$ cat src/rtl/mod_inverse_pkg.sv
// Shared types and constants for the modular-inverse block (d = e^-1 mod phi).
// The optional gcd_out port is controlled by the macro MOD_INVERSE_GCD_OUT_EN
// and is handled in mod_inverse_if.sv and mod_inverse.sv.
package mod_inverse_pkg;

    // Datapath width that matches the upstream 12-bit GCD stage
    localparam int DEFAULT_WIDTH = 12;

    // Controller states of the iterative extended Euclidean loop
    typedef enum logic [2:0] {
        IDLE,
        CHECK,
        DIV,
        UPDATE,
        FINAL
    } state_t;

    // Bezout coefficient for e at the default width. It is one bit wider than
    // the datapath because it is signed and its magnitude never exceeds phi.
    typedef logic signed [DEFAULT_WIDTH:0] coef_t;

endpackage : mod_inverse_pkg

$ cat src/rtl/mod_inverse_if.sv
// Request/result bundle for mod_inverse.
// When MOD_INVERSE_GCD_OUT_EN is defined, the bundle also carries gcd_out.
interface mod_inverse_if #(
    parameter int WIDTH = mod_inverse_pkg::DEFAULT_WIDTH
);

    logic [WIDTH-1:0] e;
    logic [WIDTH-1:0] phi;
    logic             flag;
    logic [WIDTH-1:0] d;
    logic             valid;
    logic             busy;
    logic             complete;
`ifdef MOD_INVERSE_GCD_OUT_EN
    logic [WIDTH-1:0] gcd_out;
`endif

    // Requester side (key-generation controller or testbench)
    modport master (
        output e, phi, flag,
`ifdef MOD_INVERSE_GCD_OUT_EN
        input  gcd_out,
`endif
        input  d, valid, busy, complete
    );

    // Inverter side
    modport slave (
        input  e, phi, flag,
`ifdef MOD_INVERSE_GCD_OUT_EN
        output gcd_out,
`endif
        output d, valid, busy, complete
    );

endinterface : mod_inverse_if

$ cat src/rtl/mod_inverse_seq_divider.sv
// Restoring divider for mod_inverse. It produces one quotient bit per cycle.
// The first bit is resolved on the start edge. This places the done pulse
// exactly WIDTH cycles after the start cycle, with quotient and remainder
// already final. The divisor is never zero because the caller checks for it.
module seq_divider
    import mod_inverse_pkg::*;
#(
    parameter int WIDTH = DEFAULT_WIDTH
) (
    input  logic             clk,
    input  logic             rst_n,
    input  logic             start,
    input  logic [WIDTH-1:0] dividend,
    input  logic [WIDTH-1:0] divisor,
    output logic [WIDTH-1:0] quotient,
    output logic [WIDTH-1:0] remainder,
    output logic             done
);

    localparam int CW = $clog2(WIDTH + 1);

    logic [WIDTH-1:0] rem_q, quo_q, div_q;
    logic [CW-1:0]    cnt_q;
    logic             active_q, done_q;

    logic [WIDTH-1:0] remIn, quoIn, dvsIn;
    logic [WIDTH:0]   shifted, trial;
    logic [WIDTH-1:0] remNext, quoNext;

    // One restoring step. The step starts from fresh operands on start and
    // from the running partial remainder otherwise.
    always_comb begin
        remIn   = start ? '0 : rem_q;
        quoIn   = start ? dividend : quo_q;
        dvsIn   = start ? divisor : div_q;
        shifted = {remIn, quoIn[WIDTH-1]};
        trial   = shifted - {1'b0, dvsIn};
        if (trial[WIDTH]) begin
            remNext = shifted[WIDTH-1:0];
            quoNext = {quoIn[WIDTH-2:0], 1'b0};
        end else begin
            remNext = trial[WIDTH-1:0];
            quoNext = {quoIn[WIDTH-2:0], 1'b1};
        end
    end

    // Iteration counter and operand registers. Reset aborts any division in flight.
    always_ff @(posedge clk or negedge rst_n) begin
        if (!rst_n) begin
            rem_q    <= '0;
            quo_q    <= '0;
            div_q    <= '0;
            cnt_q    <= '0;
            active_q <= 1'b0;
            done_q   <= 1'b0;
        end else begin
            done_q <= 1'b0;
            if (start) begin
                rem_q    <= remNext;
                quo_q    <= quoNext;
                div_q    <= divisor;
                cnt_q    <= CW'(WIDTH - 1);
                active_q <= 1'b1;
            end else if (active_q) begin
                rem_q <= remNext;
                quo_q <= quoNext;
                cnt_q <= cnt_q - CW'(1);
                if (cnt_q == CW'(1)) begin
                    active_q <= 1'b0;
                    done_q   <= 1'b1;
                end
            end
        end
    end

    assign quotient  = quo_q;
    assign remainder = rem_q;
    assign done      = done_q;

endmodule : seq_divider

$ cat src/rtl/mod_inverse.sv
// Computes the RSA private exponent d = e^-1 mod phi with the iterative
// extended Euclidean algorithm. Only the coefficient of e is tracked.
// It also reports whether gcd(e, phi) = 1.
// Defining MOD_INVERSE_GCD_OUT_EN exposes the final gcd on gcd_out.
module mod_inverse
    import mod_inverse_pkg::*;
#(
    parameter int WIDTH = DEFAULT_WIDTH
) (
    input  logic          clk,
    input  logic          rst_n,
    mod_inverse_if.slave  bus
);

    state_t state_q, state_d;

    logic [WIDTH-1:0]        r0_q, r0_d, r1_q, r1_d;
    logic signed [WIDTH:0]   t0_q, t0_d, t1_q, t1_d;
    logic [WIDTH-1:0]        q_q, q_d, rem_q, rem_d;
    logic [WIDTH-1:0]        phi_q, phi_d;
    logic                    degen_q, degen_d;
    logic [WIDTH-1:0]        dOut_q, dOut_d;
    logic                    valid_q, valid_d, busy_q, busy_d, complete_q, complete_d;
`ifdef MOD_INVERSE_GCD_OUT_EN
    logic [WIDTH-1:0]        gcdOut_q, gcdOut_d;
`endif

    logic                    divStart, divDone;
    logic [WIDTH-1:0]        divQuo, divRem;
    logic [2*WIDTH:0]        tExt, qExt;
    logic [WIDTH:0]          prodLow;
    logic [WIDTH-1:0]        tWrap;
    logic                    validNext;

    seq_divider #(.WIDTH(WIDTH)) divider (
        .clk       (clk),
        .rst_n     (rst_n),
        .start     (divStart),
        .dividend  (r0_q),
        .divisor   (r1_q),
        .quotient  (divQuo),
        .remainder (divRem),
        .done      (divDone)
    );

    // The q*t1 product is formed at full width. Only the low WIDTH+1 bits are
    // kept. They are exact because |t| never exceeds phi. A negative final
    // coefficient wraps into [0, phi) modulo 2^WIDTH.
    always_comb begin
        tExt    = {{WIDTH{t1_q[WIDTH]}}, t1_q};
        qExt    = {{(WIDTH + 1){1'b0}}, q_q};
        prodLow = (WIDTH + 1)'(tExt * qExt);
        tWrap   = t0_q[WIDTH-1:0] + phi_q;
    end

    // Next-state and datapath logic. A degenerate phi (< 2) still passes
    // through CHECK once, so it follows the same k=0 timing as e=0.
    always_comb begin
        state_d    = state_q;
        r0_d       = r0_q;
        r1_d       = r1_q;
        t0_d       = t0_q;
        t1_d       = t1_q;
        q_d        = q_q;
        rem_d      = rem_q;
        phi_d      = phi_q;
        degen_d    = degen_q;
        dOut_d     = dOut_q;
        valid_d    = valid_q;
        busy_d     = busy_q;
        complete_d = complete_q;
`ifdef MOD_INVERSE_GCD_OUT_EN
        gcdOut_d   = gcdOut_q;
`endif
        divStart   = 1'b0;
        validNext  = 1'b0;
        case (state_q)
            IDLE: begin
                if (bus.flag) begin
                    r0_d       = bus.phi;
                    r1_d       = bus.e;
                    t0_d       = '0;
                    t1_d       = (WIDTH + 1)'(1);
                    phi_d      = bus.phi;
                    degen_d    = (bus.phi < WIDTH'(2));
                    busy_d     = 1'b1;
                    complete_d = 1'b0;
                    valid_d    = 1'b0;
                    dOut_d     = '0;
                    state_d    = CHECK;
                end
            end
            CHECK: begin
                if (degen_q || (r1_q == '0)) begin
                    state_d = FINAL;
                end else begin
                    divStart = 1'b1;
                    state_d  = DIV;
                end
            end
            DIV: begin
                if (divDone) begin
                    q_d     = divQuo;
                    rem_d   = divRem;
                    state_d = UPDATE;
                end
            end
            UPDATE: begin
                r0_d    = r1_q;
                r1_d    = rem_q;
                t0_d    = t1_q;
                t1_d    = t0_q - $signed(prodLow);
                state_d = CHECK;
            end
            FINAL: begin
                validNext  = (r0_q == WIDTH'(1)) && !degen_q;
                valid_d    = validNext;
                dOut_d     = validNext ? (t0_q[WIDTH] ? tWrap : t0_q[WIDTH-1:0]) : '0;
                complete_d = 1'b1;
                busy_d     = 1'b0;
`ifdef MOD_INVERSE_GCD_OUT_EN
                gcdOut_d   = r0_q;
`endif
                state_d    = IDLE;
            end
            default: state_d = IDLE;
        endcase
    end

    // State and datapath registers. Reset discards every partial result.
    always_ff @(posedge clk or negedge rst_n) begin
        if (!rst_n) begin
            state_q    <= IDLE;
            r0_q       <= '0;
            r1_q       <= '0;
            t0_q       <= '0;
            t1_q       <= '0;
            q_q        <= '0;
            rem_q      <= '0;
            phi_q      <= '0;
            degen_q    <= 1'b0;
            dOut_q     <= '0;
            valid_q    <= 1'b0;
            busy_q     <= 1'b0;
            complete_q <= 1'b0;
`ifdef MOD_INVERSE_GCD_OUT_EN
            gcdOut_q   <= '0;
`endif
        end else begin
            state_q    <= state_d;
            r0_q       <= r0_d;
            r1_q       <= r1_d;
            t0_q       <= t0_d;
            t1_q       <= t1_d;
            q_q        <= q_d;
            rem_q      <= rem_d;
            phi_q      <= phi_d;
            degen_q    <= degen_d;
            dOut_q     <= dOut_d;
            valid_q    <= valid_d;
            busy_q     <= busy_d;
            complete_q <= complete_d;
`ifdef MOD_INVERSE_GCD_OUT_EN
            gcdOut_q   <= gcdOut_d;
`endif
        end
    end

    assign bus.d        = dOut_q;
    assign bus.valid    = valid_q;
    assign bus.busy     = busy_q;
    assign bus.complete = complete_q;
`ifdef MOD_INVERSE_GCD_OUT_EN
    assign bus.gcd_out  = gcdOut_q;
`endif

endmodule : mod_inverse
$ cat src/flat_wrapper.sv
// flat-port wrapper written by rule: the top's interface ports become plain ports
module mod_inverse_flat import mod_inverse_pkg::*;
#(
    parameter int WIDTH = DEFAULT_WIDTH
)
  (clk, rst_n, bus_e, bus_phi, bus_flag, bus_d, bus_valid, bus_busy, bus_complete);
  mod_inverse_if #(.WIDTH(WIDTH)) bus_i ();
  input  logic clk;
  input  logic rst_n;
  input wire logic [$bits(bus_i.e)-1:0] bus_e;
  input wire logic [$bits(bus_i.phi)-1:0] bus_phi;
  input wire logic [$bits(bus_i.flag)-1:0] bus_flag;
  output wire logic [$bits(bus_i.d)-1:0] bus_d;
  output wire logic [$bits(bus_i.valid)-1:0] bus_valid;
  output wire logic [$bits(bus_i.busy)-1:0] bus_busy;
  output wire logic [$bits(bus_i.complete)-1:0] bus_complete;
  assign bus_i.e = bus_e;
  assign bus_i.phi = bus_phi;
  assign bus_i.flag = bus_flag;
  assign bus_d = bus_i.d;
  assign bus_valid = bus_i.valid;
  assign bus_busy = bus_i.busy;
  assign bus_complete = bus_i.complete;
  mod_inverse #(.WIDTH(WIDTH)) u_core (.clk(clk), .rst_n(rst_n), .bus(bus_i));
endmodule
$ cat config.mk
export PLATFORM = sky130hd
export DESIGN_NAME = mod_inverse_flat
export DESIGN_NICKNAME = d
export VERILOG_FILES = /design/src/rtl/mod_inverse_pkg.sv /design/src/rtl/mod_inverse_if.sv /design/src/rtl/mod_inverse_seq_divider.sv /design/src/rtl/mod_inverse.sv /design/src/flat_wrapper.sv
export SDC_FILE = /design/constraint.sdc
export NUM_CORES = 1
export LEC_CHECK = 0
export BUFFER_PORTS_ARGS = -buffer_cell sky130_fd_sc_hd__buf_2
export CORE_UTILIZATION = 47
export CTS_BUF_LIST = sky130_fd_sc_hd__clkbuf_8
export CTS_CLUSTER_SIZE = 40
export DETAILED_ROUTE_END_ITERATION = 6
export GPL_TIMING_DRIVEN = 0
export PLACE_DENSITY = 0.74
export SLEW_MARGIN = 0
export SYNTH_ARGS = -nofsm -noshare
export SYNTH_HDL_FRONTEND = slang
export SYNTH_SLANG_ARGS = --single-unit
$ cat constraint.sdc
create_clock -name clk -period 7.2 [get_ports clk]
set_input_delay 1.8 -clock clk [delete_from_list [all_inputs] [get_ports clk]]
set_output_delay 1.8 -clock clk [all_outputs]
set_load 0.1 [all_outputs]
# Word level (Yosys, flattened, before mapping)
# Cells that the tools add are included.
[op_classes]
n_addsub = 4
mul = 1
order_cmp = 1
eq_ne = 8
n_mux = 40
n_reduce_logical = 13
[ops]
columns = ["cell", "n"]
rows = [
  ["$mux W12", 13],
  ["$pmux W12 S2", 3],
  ["$pmux W13 S2", 2],
  ["$mux W13", 2],
  ["$mul A13 B13 Y13", 1],
  ["$sub A13 B12 Y13", 1],
  ["$sub A13 B13 Y13", 1],
  ["$add A12 B12 Y12", 1],
  ["$eq A12 B1 Y1 const B", 1],
  ["$logic_not A12 Y1", 1],
  ["$lt A12 B2 Y1 const B", 1],
  ["$pmux W3 S4", 1],
  ["$mux W1", 11],
  ["$reduce_and A2 Y1", 5],
  ["$mux W3", 3],
  ["$mux W4", 2],
  ["$eq A3 B2 Y1 const B", 2],
  ["$pmux W1 S2", 3],
  ["$reduce_bool A2 Y1", 3],
  ["$eq A4 B1 Y1 const B", 1],
  ["$ne A2 B2 Y1 const B", 2],
  ["$sub A4 B1 Y4 const B", 1],
  ["$eq A3 B1 Y1 const B", 1],
  ["$eq A3 B3 Y1 const B", 1],
  ["other kinds (4)", 4],
]
[totals]
ff_bits = 147
inputBits = 27
output_inout_bits = 15
word_cells = 86

# Depth between registers and ports, before layout
# Gate-level depths: netlist of the first run.
[depth]
depth_word = 9
depth_mapped = 21
mapped_depth_nobuf = 20

# Modules after synthesis
# From an unflattened synthesis of the first run, not the netlist that was laid out.
[unflattened]
cells_unflattened = 1123
hier_area_um2 = 10512.6
[modules_own_cells]
columns = ["module", "instances", "cells_per_inst", "area_per_inst_um2", "seq_area_each_um2"]
rows = [
  ["mod_inverse", 1, 856, 7888.8, 2627.5],
  ["seq_divider", 1, 267, 2623.8, 1051.0],
]

# Worst setup path after synthesis of the first run
# No wires, ideal clock.
[synth_path]
kind = "reg-to-reg"
startpoint = "register u_core.q_q[1]"
endpoint = "register u_core.t1_q[11]"
setup_time_ns = 0.121
arrival_time_ns = 4.992
required_ns = 7.079
setup_slack_ns = 2.087
stages_incl_launch_ff = 20
path_buffers = 1
period_less_slack_ns = 5.113
path_cell_list = "dfrtp_1 -> clkbuf_1 -> nand2_1 -> fa_1 -> inv_1 -> fa_1 -> inv_1 -> fa_1 -> fa_1 -> fa_1 -> inv_1 -> fa_1 -> inv_1 -> ha_1 -> nand2_1 -> nor2_1 -> a21oi_1 -> o311ai_0 -> xor2_1 -> a22o_1"
[synth_between]
elab_chain_len = 3
[synth_rtl]
columns = ["item", "line", "text"]
rows = [
  ["start, declared", "mod_inverse.sv:19", "logic [WIDTH-1:0] q_q, q_d, rem_q, rem_d;"],
  ["start signal, assigned", "mod_inverse.sv:155", "q_q <= q_d;"],
  ["$mul A13 B13 Y13", "mod_inverse.sv:52", "prodLow = (WIDTH + 1)'(tExt * qExt);"],
  ["$sub A13 B13 Y13", "mod_inverse.sv:112", "t1_d = t0_q - $signed(prodLow);"],
  ["$pmux W13 S2", "mod_inverse.sv:77", "case (state_q)"],
  ["end signal, assigned", "mod_inverse.sv:154", "t1_q <= t1_d;"],
  ["end, declared", "mod_inverse.sv:18", "logic signed [WIDTH:0] t0_q, t0_d, t1_q, t1_d;"],
]
# No other way between the ends.
# A chain may end at the register's enable or synchronous reset.

# Final worst setup path of the first run
[layout_path]
startpoint = "register u_core.t1_q[1]"
endpoint = "register u_core.t1_q[12]"
[layout_between]
elab_chain_len = 3
[layout_rtl]
columns = ["item", "line"]
rows = [
  ["$mul A13 B13 Y13", "mod_inverse.sv:52"],
  ["$sub A13 B13 Y13", "mod_inverse.sv:112"],
  ["$pmux W13 S2", "mod_inverse.sv:77"],
]
# No other way between the ends.

==> reports/metrics.yaml, run 1 <==
cp_top_family: "adder cells"
worst_pin_slew_ns: 0.833
arrival_ns: 5.96
syn_area_sq_mm: 0.0103
route.detailed.drc: 0
syn_avg_cell_area_sq_um: 9.81
synth_top_family_by_area: "adder cells"
synthSimpleGateAreaFrac_pct: 14.1
die_h_microns: 150
synth_most_common_cell: "nand2_1"
final-setup-viol-count: 0
synth_mux_area_share_pct: 7.78
min_period_ns: 5.61
synth_warnings: 0
htreeDepth: 4
grt_overflow: 0
synthTopCellsByCount: "188 x nand2_1, 147 x dfrtp_1, 111 x inv_1"
status: "complete, no violations"
rr_endpoint: "u_core.t1_q[12]"
initial_core_util_pct: 48.5
vias: 7755
hp-start: "u_core.bus.valid"
die_w_microns: 150
min_path_cells: 2
yosys.area_share.adder_pct: 20.3
cts_root_buf: "clkbuf_8"
synth_xor_area_share_pct: 5.00
synth-edff-count: 0
cts_setup_buffers: 0
synth_flop_cell: "dfrtp_1"
num_rows: 53
hold_viol: 0
synthArstFlopShare_pct: 100
antenna_found_initial: 0
port_buffers: 41
cpMaxStageDelayCell: "fa_1"
path_max_fanout: 10
drtIter0Drc: 372
clk_latency_ns: 0.46
crit_path_cell_trace: "clkbuf_1 -> nand2_1 -> fa_1 -> inv_1 -> fa_1 -> ha_1 -> ha_1 -> inv_1 -> fa_1 -> inv_1 -> fa_1 -> inv_1 -> ha_1 -> nand2_1 -> nand2_1 -> a31oi_1 -> o21ai_0 -> a21oi_1 -> o21ai_0 -> xnor2_1 -> a22o_1"
synthTopCellsByArea: "dfrtp_1 36%, fa_1 12%, ha_1 8.2%, nand2_1 6.8%, mux2i_1 4.9%"
drive_gt1_share_pct: 10.4
coreArea_sq_mm: 0.0213
viasPerCell: 5.54
crit_path_max_incr_delay_ns: 0.57
min_to: "u_core.bus.valid"
seq_area_frac_synth_pct: 35.6
drt_pass1_iterations: 4
clkSinkCount: 147
gp_congestion: 0.892
synth-seq-cells: 147
fin_util_pct: 53.1
ff2ff_path_depth: 21
cts.clk_slew.worst_paths_ns: 0.09
ys_types: 67
crit_type: "flip-flop to flip-flop"
syn-num-nets: 1210
synth_compound_area_share_pct: 11.4
tns_ns: 0
cts_resized: 0
start_kind: "flip-flop"
max_slew_margin_pct: 44.4
slew_viol_final: 0
max_freq_ghz: 0.178
grt_pass1_wl_mm: 41.4
finClkSkew_ns: 0.0162
nFillCells: 1883
rsz0062_at_grt: "no"
wl_per_cell_microns: 17.6
synth_top_area_cell: "dfrtp_1"
post-dp-hpwl_mm: 18.7
ant_nets: 0
cts_tree: "yes"
endpoint_kind: "flip-flop"
grt_pass1_vias: 8211
die-area_sq_mm: 0.0226
final_nets: 1271
cap_violations: 0
io_pins: 42
synth_top_area_share_pct: 35.6
path_buf_inv: 5
areaGrowthSynthToFinish_pct: 9.42
cts_buffers: 17
syn_inst: 1053
reg2reg_from: "u_core.t1_q[1]"
postCtsHoldBufs: 0
grt_max_degree: 83
wirelength_mm: 24.6
required_ns: 7.55
post-route-period-util_pct: 77.9
grt_util_all_layers_pct: 24.0
num_antenna_cells: 0
hp-class: "flip-flop to flip-flop"
cts_buffer_depth: 2
reg2reg_slack_ns: 1.59
==> sequential cells by signal (all words and copies together) (netlist names), 3 cells and up <==
signal and flops:
u_core.bus.d 12, u_core.divider.cnt_q 4, u_core.divider.div_q 12, u_core.divider.quotient 12
u_core.divider.remainder 12, u_core.phi_q 12, u_core.q_q 12, u_core.r0_q 12
u_core.r1_q 12, u_core.rem_q 12, u_core.state_q 3, u_core.t0_q 13
u_core.t1_q 13
==> cells by family (layout without fill, tap and decap cells) <==
logic type / count (synthesis) / after routing
flops: 147 / 147
compound gates: 169 / 169
buf+inv: 154 / 226
mux: 77 / 77
xor+xnor: 56 / 56
fa+ha+maj: 130 / 130
simple gates: 320 / 320
==> worst max path at each step <==
stage | start | end | cells past startpoint | slack (ns)
2_1_floorplan | u_core.q_q[1] | u_core.t1_q[11] | 19 | 2.09
3_3_place_gp | u_core.t1_q[4] | u_core.t1_q[12] | 19 | 1.63
3_5_place_dp | u_core.t1_q[3] | u_core.t1_q[12] | 21 | 1.58
4_1_cts | u_core.q_q[1] | u_core.t1_q[11] | 17 | 1.56
5_1_grt | u_core.t1_q[1] | u_core.t1_q[12] | 21 | 1.23
6_report | u_core.t1_q[1] | u_core.t1_q[12] | 21 | 1.59
==> final cells by class <==
class                   instances  area, sq um  area share (%)
multi-input cells             752         6050            53.5
clock inverters                11          128            1.13
repair buffers                 42          239            2.12
flip-flops and latches        147         3680            32.6
clock buffers                  19          262            2.31
inverters                     112          420            3.72
plain buffers                  42          178            1.57
well taps                     275          344            3.05
==> layout by cell type, fill, tap and decap left out, types with 7 or more instances in the layout <==
master | synthesis | final
nand2_1 | 188 | 188
dfrtp_1 | 147 | 147
inv_1 | 111 | 111
ha_1 | 68 | 68
fa_1 | 62 | 62
o21ai_0 | 58 | 58
and2_1 | 51 | 51
mux2i_1 | 51 | 51
buf_2 | 2 | 42
xnor2_1 | 41 | 41
clkbuf_1 | 37 | 37
nor2_1 | 32 | 32
mux2_2 | 26 | 26
a22o_1 | 23 | 23
clkbuf_8 | 1 | 20
a21oi_1 | 18 | 18
o21a_1 | 14 | 14
xor2_1 | 13 | 13
nor3_1 | 11 | 11
nor4_1 | 10 | 10
a22oi_1 | 10 | 10
nand3_1 | 7 | 7
==> routing by layer <==
metal | vias up | wire (microns) | GRT usage (%)
li1 | 3625 | - | -
met1 | 3887 | 10700 | 30.5
met2 | 188 | 12000 | 40.3
met3 | 55 | 1060 | 4.42
met4 | 0 | 857 | 9.80
met5 | - | 0 | 0
==> worst reg2reg max path: stages, from the launching register on <==
cell	delay, ns
dfrtp_1	0.47
clkbuf_1	0.50
nand2_1	0.16
fa_1	0.57
inv_1	0.06
fa_1	0.42
ha_1	0.29
ha_1	0.29
inv_1	0.06
fa_1	0.52
inv_1	0.05
fa_1	0.53
inv_1	0.05
ha_1	0.36
nand2_1	0.10
nand2_1	0.06
a31oi_1	0.19
o21ai_0	0.12
a21oi_1	0.22
o21ai_0	0.15
xnor2_1	0.16
a22o_1	0.18
==> metrics by stage <==
step / setup slack, ns / area (sq um) / hold slack, ns / cells
after detailed placement: 1.58 / 10900 / 0.459 / 1370
after floorplan: 2.09 / 10300 / 0.446 / 1053
after global routing: 1.23 / 11300 / 0.497 / 1400
after CTS: 1.56 / 11300 / 0.478 / 1400
final: 1.59 / 11300 / 0.472 / 1400
after global placement: 1.63 / 10900 / 0.453 / 1369
Power of run 1 is left out: the tool's default activity adds up to more than one toggle a clock period on the data nets, which glitch-free logic cannot reach.
==> run 2: changes to the inputs <==
- ABC_AREA: not set -> 1
- PLACE_DENSITY: 0.74 -> 0.77
- clock period: 7.2 -> 5.1 ns (I/O delays scaled with it)
==> reports/metrics.yaml, run 2 <==
final-setup-viol-count: 0  # unchanged
max_slew_margin_pct: 60.4  # +16 points
clk_latency_ns: 0.48  # +0.02 ns
synth-edff-count: 0  # unchanged
start_kind: "flip-flop"
initial_core_util_pct: 47.9  # -0.60 points
cts_buffers: 17  # unchanged
ant_nets: 0  # unchanged
grt_util_all_layers_pct: 24.7  # +0.72 points
port_buffers: 41  # unchanged
fin_util_pct: 54.1  # +1.0 points
reg.largest.list: "u_core.t0_q: 13 flops, u_core.t1_q: 13 flops"
synth_top_area_share_pct: 34.0  # -1.6 points
antenna_found_initial: 0  # unchanged
hp-class: "flip-flop to flip-flop"
synthArstFlopShare_pct: 100  # unchanged
syn-num-nets: 1539  # +27%
mostFrequentLayoutCell: "nand2_1"
final_nets: 1618  # +27%
synth_flop_cell: "dfrtp_1"
crit_path_cell_trace: "clkbuf_8 -> nand2_1 -> fa_1 -> inv_1 -> fa_1 -> inv_1 -> fa_1 -> fa_1 -> fa_1 -> inv_1 -> fa_1 -> inv_1 -> ha_4 -> nand2_4 -> nor2_4 -> nand2_1 -> o2111ai_4 -> a21oi_2 -> o21ai_1 -> o21ai_1"
post-dp-hpwl_mm: 21.3  # +14%
synth_most_common_cell: "nand2_1"
nFillCells: 2036  # +8.1%
drt_pass1_iterations: 5  # +1
cts.clk_slew.worst_paths_ns: 0.10  # about the same
status: "complete, no violations"
syn_avg_cell_area_sq_um: 7.82  # -20%
coreArea_sq_mm: 0.0226  # +6.0%
endpoint_kind: "flip-flop"
ys_types: 46  # -31%
cpMaxStageDelayCell: "fa_1"
grt_max_degree: 85  # +2.4%
clkSinkCount: 147  # unchanged
multi_input_area_sq_mm: 0.00600  # -0.79%
cap_violations: 0  # unchanged
reg2reg_from: "u_core.q_q[1]"
rr_endpoint: "u_core.t1_q[11]"
wl_per_cell_microns: 16.1  # -8.3%
min_period_ns: 5.04  # -0.566 ns
min_to: "u_core.bus.complete"
die-area_sq_mm: 0.0236  # +4.7%
grt_pass1_vias: 9291  # +13%
viasPerCell: 5.35  # -3.4%
synthTopCellsByCount: "396 x nand2_1, 267 x inv_1, 147 x dfrtp_1"
tns_ns: 0  # unchanged
io_pins: 42  # unchanged
route.detailed.drc: 0  # unchanged
cts_tree: "yes"
crit_type: "flip-flop to flip-flop"
grt_pass1_wl_mm: 45.8  # +11%
die_w_microns: 154  # +2.3%
wirelength_mm: 28.3  # +15%
layout_common_cells: "391 x nand2_1, 262 x inv_1, 138 x dfrtp_1"
max_freq_ghz: 0.198  # +11%
cts_buffer_depth: 2  # unchanged
crit_path_max_incr_delay_ns: 0.57  # about the same
seq_area_frac_synth_pct: 34.0  # -1.6 points
htreeDepth: 4  # unchanged
areaGrowthSynthToFinish_pct: 12.9
synth-seq-cells: 147  # unchanged
register_area_sq_mm: 0.00369  # +0.31%
cts_root_buf: "clkbuf_8"
required_ns: 5.44  # -2.11 ns
drtIter0Drc: 796  # +110%
ff2ff_path_depth: 20  # -4.8%
syn_area_sq_mm: 0.0108  # +4.7%
num_rows: 55  # +3.8%
path_max_fanout: 4  # -6
synth_warnings: 0  # unchanged
hold_viol: 0  # unchanged
hp-start: "u_core.bus.complete"
gp_congestion: 0.911  # +2.1%
vias: 9413  # +21%
crit_top_cell: "fa_1"
reg2reg_slack_ns: 0.06  # -1.53 ns
grt_overflow: 0  # unchanged
drive_gt1_share_pct: 13.1  # +2.7 points
worst_pin_slew_ns: 0.593  # -0.239 ns
die_h_microns: 154  # +2.3%
num_antenna_cells: 0  # unchanged
synth_top_area_cell: "dfrtp_1"
finClkSkew_ns: 0.0207  # +0.00445 ns
min_path_cells: 2  # unchanged
post-route-period-util_pct: 98.9  # +21 points
syn_inst: 1382  # +31%
arrival_ns: 5.38  # -0.58 ns
synthTopCellsByArea: "dfrtp_1 34%, nand2_1 14%, fa_1 11%, inv_1 9.3%, ha_1 7.9%"
slew_viol_final: 0  # unchanged
## run 2: cell count changes in the layout (fill, tap and decap cells not counted), moves of 17 or more
cell / delta
nor2_1: +20
mux2i_1: -51
mux2_2: -25
a21oi_1: +31
nand3_1: +51
xnor2_1: -35
inv_1: +151
and2_1: -49
inv_2: +17
nand2_1: +203
buf_4: +22
clkbuf_1: -20
a22o_1: -23
## run 2: worst max-delay path, delay by kind of cell (launching register included)
kind	cells	cell delay [ns]
buffers and inverters	5	0.40
AOI/OAI and AO/OA	4	0.41
and+or+nand+nor	4	0.37
adders and majority gates	7	3.34
DFF	1	0.39
## run 2: cell families (layout without fill, tap and decap cells)
kind of cell               Yosys count  in the layout  synth area share (%)
and+or+nand+nor                    569            569                  21.9
buffers and inverters              329            421                  12.0
AOI/OAI and AO/OA                  177            177                  10.0
DFF                                147            147                  34.0
adders and majority gates          130            130                  19.3
xor gates and xnor gates            29             29                  2.59
muxes                                1              1                 0.104
## run 2: what timing repair did
item,in CTS,in global routing
hold endpoints to repair,0,0
cloned,0,1
buffers inserted,9,15
hold buffers,0,0
pin swaps,10,27
endpoints found under the setup margin,5,4
gates resized for setup,30,36
## run 2: cell type report
type / count / share of cell area [%]
multi-input combinational: 906 / 49.1
clock buffer: 17 / 1.92
tap: 285 / 2.92
sequential: 147 / 30.2
buffer: 43 / 2.10
clock inverter: 15 / 1.34
inverter: 279 / 8.58
timing repair buffer: 67 / 3.79
## run 2: per-stage QoR
step | hold WS, ns | worst slack, ns | cells | instance area [sq um]
after CTS | 0.478 | 0.00503 | 1744 | 12000
after global placement | 0.451 | -0.542 | 1708 | 11400
after floorplan | 0.455 | 0.0481 | 1382 | 10800
after global routing | 0.493 | -0.101 | 1759 | 12200
after detailed placement | 0.453 | -0.614 | 1709 | 11400
final | 0.475 | 0.0566 | 1759 | 12200
## run 2: layer usage
metal	vias up	wire (microns)	global-route usage, %
li1	4485	-	-
met4	0	1190	10.8
met3	82	2060	4.48
met1	4492	11200	30.7
met2	354	13900	42.1
met5	-	0	0
## run 2: worst max-delay path by stage
stage                         from               to
detailed placement   u_core.q_q[2]  u_core.t1_q[12]
CTS                 u_core.t1_q[6]  u_core.t1_q[11]
floorplan            u_core.q_q[2]  u_core.t1_q[12]
global placement     u_core.q_q[0]  u_core.t1_q[12]
global route         u_core.q_q[1]  u_core.t1_q[10]
finish               u_core.q_q[1]  u_core.t1_q[11]
Power of run 2 is left out for the same reason.
